<file path="config.mk">
export PLATFORM = sky130hd
export DESIGN_NAME = uart_bram_streamer_flat
export DESIGN_NICKNAME = d
export VERILOG_FILES = /design/src/rtl/uart_bram_streamer_if.sv /design/src/rtl/uart_bram_streamer.sv /design/src/flat_wrapper.sv
export SDC_FILE = /design/constraint.sdc
export NUM_CORES = 1
export LEC_CHECK = 0
export BUFFER_PORTS_ARGS = -buffer_cell sky130_fd_sc_hd__buf_2
export CAP_MARGIN = 20
export CORE_MARGIN = 2
export CORE_UTILIZATION = 60
export CTS_CLUSTER_SIZE = 25
export DETAILED_ROUTE_END_ITERATION = 12
export GPL_ROUTABILITY_DRIVEN = 0
export PLACE_DENSITY = 0.88
export RECOVER_POWER = 50
export SYNTH_ARGS = -nofsm -noshare
export SYNTH_HDL_FRONTEND = slang
export SYNTH_SLANG_ARGS = --single-unit
</file>
<file path="constraint.sdc">
create_clock -name clk -period 5.3 [get_ports clk]
set_clock_uncertainty 0.05 [all_clocks]
set_input_delay 0.53 -clock clk [delete_from_list [all_inputs] [get_ports clk]]
set_output_delay 0.53 -clock clk [all_outputs]
set_load 0.005 [all_outputs]
</file>
<file path="src/rtl/uart_bram_streamer_if.sv">
// Signal bundle for uart_bram_streamer: frame control, BRAM read port and UART transmitter port.
// The slave modport is the streamer's view; the master modport is the surrounding system's view.
interface uart_bram_streamer_if #(
  parameter int unsigned ADDR_WIDTH = 12,
  parameter int unsigned LEN_WIDTH  = 13
);
  logic                  start_i;
  logic [ADDR_WIDTH-1:0] base_addr_i;
  logic [LEN_WIDTH-1:0]  len_i;
  logic                  busy_o;
  logic                  done_o;
  logic [ADDR_WIDTH-1:0] bram_addr_o;
  logic [7:0]            bram_data_i;
  logic [7:0]            tx_data_o;
  logic                  tx_start_o;
  logic                  tx_done_i;

  modport slave (
    input  start_i, base_addr_i, len_i, bram_data_i, tx_done_i,
    output busy_o, done_o, bram_addr_o, tx_data_o, tx_start_o
  );

  modport master (
    output start_i, base_addr_i, len_i, bram_data_i, tx_done_i,
    input  busy_o, done_o, bram_addr_o, tx_data_o, tx_start_o
  );
endinterface

</file>
<file path="src/rtl/uart_bram_streamer.sv">
// Streams a BRAM region to a byte-wide UART transmitter as a frame: header byte, then payload.
// Define STREAM_CHECKSUM_EN to append a running XOR of the payload bytes before the frame ends.
module uart_bram_streamer #(
  parameter int unsigned ADDR_WIDTH   = 12,
  parameter int unsigned LEN_WIDTH    = 13,
  parameter int unsigned BRAM_LATENCY = 2,
  parameter logic [7:0]  HEADER_BYTE  = 8'hA5
) (
  input  logic                 clk,
  input  logic                 rst_i,
  uart_bram_streamer_if.slave  bus
);

  typedef enum logic [3:0] {
    IDLE,
    SEND_HDR,
    WAIT_HDR,
    FETCH,
    WAIT_RD,
    SEND_BYTE,
    WAIT_TX,
`ifdef STREAM_CHECKSUM_EN
    SEND_CK,
    WAIT_CK,
`endif
    FINISH
  } state_t;

`ifdef STREAM_CHECKSUM_EN
  localparam state_t TAIL = SEND_CK;
`else
  localparam state_t TAIL = FINISH;
`endif

  state_t                state;
  state_t                state_next;
  logic [ADDR_WIDTH-1:0] base_q;
  logic [ADDR_WIDTH-1:0] addr_q;
  logic [LEN_WIDTH-1:0]  len_q;
  logic [LEN_WIDTH-1:0]  count_q;
  logic [LEN_WIDTH-1:0]  count_inc;
  logic [2:0]            lat_q;
  logic [7:0]            data_q;
`ifdef STREAM_CHECKSUM_EN
  logic [7:0]            ck_q;
`endif
  logic                  rd_last;
  logic                  more;
  logic                  busy;
  logic                  done;
  logic                  tx_start;

  // count < len always holds while a byte is outstanding, so count+1 never exceeds len.
  assign count_inc = count_q + LEN_WIDTH'(1);
  assign more      = (count_inc < len_q);
  assign rd_last   = (lat_q == 3'(BRAM_LATENCY));

  always_ff @(posedge clk) begin
    if (rst_i) begin
      state <= IDLE;
    end else begin
      state <= state_next;
    end
  end

  always_comb begin
    state_next = state;
    busy       = 1'b1;
    done       = 1'b0;
    tx_start   = 1'b0;
    case (state)
      IDLE: begin
        busy = 1'b0;
        if (bus.start_i) state_next = SEND_HDR;
      end
      SEND_HDR: begin
        tx_start   = 1'b1;
        state_next = WAIT_HDR;
      end
      WAIT_HDR: begin
        if (bus.tx_done_i) state_next = (len_q != '0) ? FETCH : TAIL;
      end
      FETCH: begin
        state_next = WAIT_RD;
      end
      WAIT_RD: begin
        if (rd_last) state_next = SEND_BYTE;
      end
      SEND_BYTE: begin
        tx_start   = 1'b1;
        state_next = WAIT_TX;
      end
      WAIT_TX: begin
        if (bus.tx_done_i) state_next = more ? FETCH : TAIL;
      end
`ifdef STREAM_CHECKSUM_EN
      SEND_CK: begin
        tx_start   = 1'b1;
        state_next = WAIT_CK;
      end
      WAIT_CK: begin
        if (bus.tx_done_i) state_next = FINISH;
      end
`endif
      FINISH: begin
        busy       = 1'b0;
        done       = 1'b1;
        state_next = IDLE;
      end
      default: begin
        busy       = 1'b0;
        state_next = IDLE;
      end
    endcase
  end

  // The next BRAM address is registered on entry to FETCH so it is stable through WAIT_RD.
  always_ff @(posedge clk) begin
    if (rst_i) begin
      base_q  <= '0;
      len_q   <= '0;
      count_q <= '0;
      addr_q  <= '0;
      data_q  <= '0;
      lat_q   <= '0;
`ifdef STREAM_CHECKSUM_EN
      ck_q    <= '0;
`endif
    end else begin
      case (state)
        IDLE: begin
          if (bus.start_i) begin
            base_q  <= bus.base_addr_i;
            len_q   <= bus.len_i;
            count_q <= '0;
            data_q  <= HEADER_BYTE;
`ifdef STREAM_CHECKSUM_EN
            ck_q    <= '0;
`endif
          end
        end
        WAIT_HDR: begin
          if (bus.tx_done_i) begin
            if (len_q != '0) begin
              addr_q <= base_q;
            end
`ifdef STREAM_CHECKSUM_EN
            else begin
              data_q <= ck_q;
            end
`endif
          end
        end
        FETCH: begin
          lat_q <= 3'd1;
        end
        WAIT_RD: begin
          if (rd_last) begin
            data_q <= bus.bram_data_i;
`ifdef STREAM_CHECKSUM_EN
            ck_q   <= ck_q ^ bus.bram_data_i;
`endif
          end else begin
            lat_q <= lat_q + 3'd1;
          end
        end
        WAIT_TX: begin
          if (bus.tx_done_i) begin
            count_q <= count_inc;
            if (more) begin
              addr_q <= base_q + ADDR_WIDTH'(count_inc);
            end
`ifdef STREAM_CHECKSUM_EN
            else begin
              data_q <= ck_q;
            end
`endif
          end
        end
        default: ;
      endcase
    end
  end

  assign bus.busy_o      = busy;
  assign bus.done_o      = done;
  assign bus.tx_start_o  = tx_start;
  assign bus.tx_data_o   = data_q;
  assign bus.bram_addr_o = addr_q;

endmodule

</file>
<file path="src/flat_wrapper.sv">
// flat-port wrapper written by rule: the top's interface ports become plain ports
module uart_bram_streamer_flat 
#(
  parameter int unsigned ADDR_WIDTH   = 12,
  parameter int unsigned LEN_WIDTH    = 13,
  parameter int unsigned BRAM_LATENCY = 2,
  parameter logic [7:0]  HEADER_BYTE  = 8'hA5
)
  (clk, rst_i, bus_start_i, bus_base_addr_i, bus_len_i, bus_bram_data_i, bus_tx_done_i, bus_busy_o, bus_done_o, bus_bram_addr_o, bus_tx_data_o, bus_tx_start_o);
  uart_bram_streamer_if #(.ADDR_WIDTH(ADDR_WIDTH), .LEN_WIDTH(LEN_WIDTH)) bus_i ();
  input  logic clk;
  input  logic rst_i;
  input wire logic [$bits(bus_i.start_i)-1:0] bus_start_i;
  input wire logic [$bits(bus_i.base_addr_i)-1:0] bus_base_addr_i;
  input wire logic [$bits(bus_i.len_i)-1:0] bus_len_i;
  input wire logic [$bits(bus_i.bram_data_i)-1:0] bus_bram_data_i;
  input wire logic [$bits(bus_i.tx_done_i)-1:0] bus_tx_done_i;
  output wire logic [$bits(bus_i.busy_o)-1:0] bus_busy_o;
  output wire logic [$bits(bus_i.done_o)-1:0] bus_done_o;
  output wire logic [$bits(bus_i.bram_addr_o)-1:0] bus_bram_addr_o;
  output wire logic [$bits(bus_i.tx_data_o)-1:0] bus_tx_data_o;
  output wire logic [$bits(bus_i.tx_start_o)-1:0] bus_tx_start_o;
  assign bus_i.start_i = bus_start_i;
  assign bus_i.base_addr_i = bus_base_addr_i;
  assign bus_i.len_i = bus_len_i;
  assign bus_i.bram_data_i = bus_bram_data_i;
  assign bus_i.tx_done_i = bus_tx_done_i;
  assign bus_busy_o = bus_i.busy_o;
  assign bus_done_o = bus_i.done_o;
  assign bus_bram_addr_o = bus_i.bram_addr_o;
  assign bus_tx_data_o = bus_i.tx_data_o;
  assign bus_tx_start_o = bus_i.tx_start_o;
  uart_bram_streamer #(.ADDR_WIDTH(ADDR_WIDTH), .LEN_WIDTH(LEN_WIDTH), .BRAM_LATENCY(BRAM_LATENCY), .HEADER_BYTE(HEADER_BYTE)) u_core (.clk(clk), .rst_i(rst_i), .bus(bus_i));
endmodule
</file>
==> key figures <==
Status
  • Outcome: complete, no violations

Route
  • Via/cell ratio: 5.88
  • Routed Antenna Nets: 0
  • Post-Route WL: 8.77 mm
  • Drt pass-1 iters: 6
  • Initial drt markers: 278
  • Vias: 3514
  • # DRC: 0
  • DR WL/cell: 14.7 µm

Critical path
  • Worst R2R End: u_core.bus.bram_addr_o[0]$_SDFFE_PP0P_
  • Crit path launch type: register
  • Arr. time, crit path: 3860 ps
  • Worst path required time: 5500 ps
  • Critical R2R Launch: u_core.count_q[0]$_SDFFE_PP0P_
  • Crit path capture type: register
  • R2R cell count: 12
  • Crit-path max FO: 21
  • Reg-to-reg slack, setup: 1640 ps
  • WS Path Type: register to register

Die
  • Height of the chip: 81.9 µm
  • Die Width: 81.9 µm
  • Die area: 6700 µm²
  • Core area: 5890 µm²
  • Starting Density: 61.8%
  • Rows: 28
  • Io pins: 60

Clock tree
  • # hold bufs at CTS: 0
  • H-tree Lvls: 3
  • TritonCTS clock tree: yes
  • CTS sink cnt: 64
  • Clk root buf: clkbuf_8
  • CTS buffer count: 9
  • Max Buffers Root-to-Sink: 2
  • Setup Fix Bufs, Post-CTS: 0
  • Clock Latency Late Sink: 350 ps
  • Worst-path clk slew: 70 ps
  • Post-CTS sizing: 0

Final layout
  • Most common cell after layout, fill and taps aside: nand2_1
  • Most frequent cells in the layout: 91 x nand2_1, 64 x dfxtp_1, 62 x a21oi_1
  • # fillers: 489
  • Register area: 1280 µm²
  • Final #Nets: 584
  • Syn-to-layout area delta: 13.0%
  • Final instance area: 4110 µm²
  • Post-layout util: 69.9%
  • Layout cells sized above 1: 12.8%
  • N_diodes: 0
  • Area taken by multi-input logic gates: 2150 µm²

Synthesis
  • Simple-Gate Fraction of Synth Area: 25.7%
  • Most area-hungry cell type in the Yosys netlist: dfxtp_1
  • Asr flop ratio synth: 0%
  • Xor/xnor share of the synthesized area: 4.58%
  • Cell area after synthesis: 3640 µm²
  • Avg Synthesized Cell Area: 7.76 µm²
  • Number of synthesized register bits: 64
  • Sequential share of the synthesized area: 35.2%
  • Mux share of post-synthesis cell area: 0.826%
  • Synthesized Nets: 534
  • Compound-gate portion of the synthesized area: 18.7%
  • Number of synthesized flops with an enable pin: 0
  • Synth top area share: 35.2%
  • Warnings from Yosys: 0
  • Main combinational cell family by area after synthesis: simple AND/OR/NAND/NOR gates
  • Cells after Synth: 469
  • Netlist cell types: 51
  • Adder-cell share of the synthesized area: 9.84%
  • Area contributors post-synth: dfxtp_1 35%, nand2_1 9.4%, ha_1 9.3%
  • Ys flop type: dfxtp_1

GRT
  • Largest net degree at the start of global routing: 63
  • Initial antenna violation count: 0
  • Remaining Overflow, GRT: 0
  • GRT Overall Usage: 27.8%
  • Number of global-route vias before repair: 3305
  • First-pass GRT wire length: 14.4 mm

Min path
  • HP Class: primary input to register
  • Hold Startpoint: bus_base_addr_i[9]
  • WHS Endpoint: u_core.base_q[9]$_SDFFE_PP0P_
  • WHS Path Cells: 3

Place
  • Dpl ws: 1660 ps
  • # port buffers: 59
  • Post-DP HPWL: 6.40 mm
  • Area after DPL: 3930 µm²

Pwr
  • PD cells: 308 nW/µm²
  • Worst vdd ir: 0.212 mV
  • Leakage power: 1.72 nW

Timing
  • Slew margin rel.: 7.47%
  • Fmax: 273 MHz
  • Final WS setup: 1640 ps
  • Hold Violations, Final: 0
  • Post-route setup TNS: 0 ps
  • Final setup vio count: 0
  • Final hold slack: 356 ps
  • RSZ-0062 raised after global routing: false
  • Least-Margin Pin Slew: 1390 ps
  • Final Max Slew Viols: 0
  • Final min period: 3660 ps
  • Post-route clock period utilization: 69.0%

Job
  • Max-cap check violation count: 0
[cells in the mapped netlist (all sizes together), types with 8 or more instances]
library cell / number
xnor2: 11
a21oi: 62
ha: 27
dfxtp: 64
nor2: 44
xor2: 8
nand2: 91
clkbuf: 17
nor3: 16
inv: 19
nand3: 17
o21ai: 16
[per-stage QoR]
| step | power (mW) | std cells |
|---|---|---|
| 2_1_floorplan | 0.737 | 469 |
| 3_3_place_gp | 0.796 | 582 |
| 6_report | 1.27 | 598 |
| 5_1_grt | 1.33 | 598 |
| 3_5_place_dp | 0.810 | 582 |
| 4_1_cts | 1.27 | 597 |
[worst max path at each step]
stage,start,end,slack [ps],depth (start not counted)
after global placement,u_core.count_q[0]$_SDFFE_PP0P_,u_core.bus.bram_addr_o[2]$_SDFFE_PP0P_,1890,12
after detailed placement,u_core.count_q[0]$_SDFFE_PP0P_,u_core.bus.bram_addr_o[6]$_SDFFE_PP0P_,1660,12
after floorplan,u_core.count_q[0]$_SDFFE_PP0P_,u_core.bus.bram_addr_o[5]$_SDFFE_PP0P_,2410,12
final,u_core.count_q[0]$_SDFFE_PP0P_,u_core.bus.bram_addr_o[0]$_SDFFE_PP0P_,1640,12
after global routing,u_core.count_q[0]$_SDFFE_PP0P_,u_core.bus.bram_addr_o[0]$_SDFFE_PP0P_,1310,12
after CTS,u_core.count_q[0]$_SDFFE_PP0P_,u_core.bus.bram_addr_o[6]$_SDFFE_PP0P_,1630,12
[critical path: stages, from the launching register on]
cell	delay, ps
dfxtp_1	480
ha_1	310
nand2_1	170
nor4_1	360
xor2_1	230
ha_1	300
nand4_1	140
nor4_2	80
o2bb2a_1	260
o211ai_2	150
nor2_2	650
nor2_1	130
a311oi_2	260
[power by group]
group | internal, mW | leakage (nW) | switching (mW) | total [mW]
Sequential | 0.520 | 0.521 | 0.0403 | 0.560
Combinational | 0.0908 | 1.08 | 0.143 | 0.234
Clock | 0.287 | 0.112 | 0.184 | 0.471
[layout make-up]
| class | count | share of cell area (%) |
|---|---|---|
| Inverter | 19 | 1.73 |
| Multi-Input combinational cell | 363 | 52.4 |
| Timing Repair Buffer | 62 | 7.06 |
| Clock inverter | 3 | 1.58 |
| Clock buffer | 12 | 3.77 |
| Sequential cell | 64 | 31.2 |
| Tap cell | 75 | 2.28 |
[logic make-up after synthesis]
logic type	after synthesis
multiplexers	3
adder cells (fa/ha/maj)	28
buffers and inverters	42
AO/OA/AOI/OAI	112
flip-flops	64
XOR/XNOR	19
AND/OR/NAND/NOR	201
[per-layer routing]
metal,part of all wire (%),global-route usage [%]
met1,43,32.7
met2,48,47.2
met3,6.9,6.48
met4,2.7,14.2
met5,0,0
[flip-flops by register name, summed over array words and instances (netlist names)]
name	cells
u_core.lat_q	3
u_core.bus.tx_data_o	8
u_core.count_q	13
u_core.state	3
u_core.base_q	12
u_core.bus.bram_addr_o	12
u_core.len_q	13
Note: power is estimated with default switching activity, not from simulation.
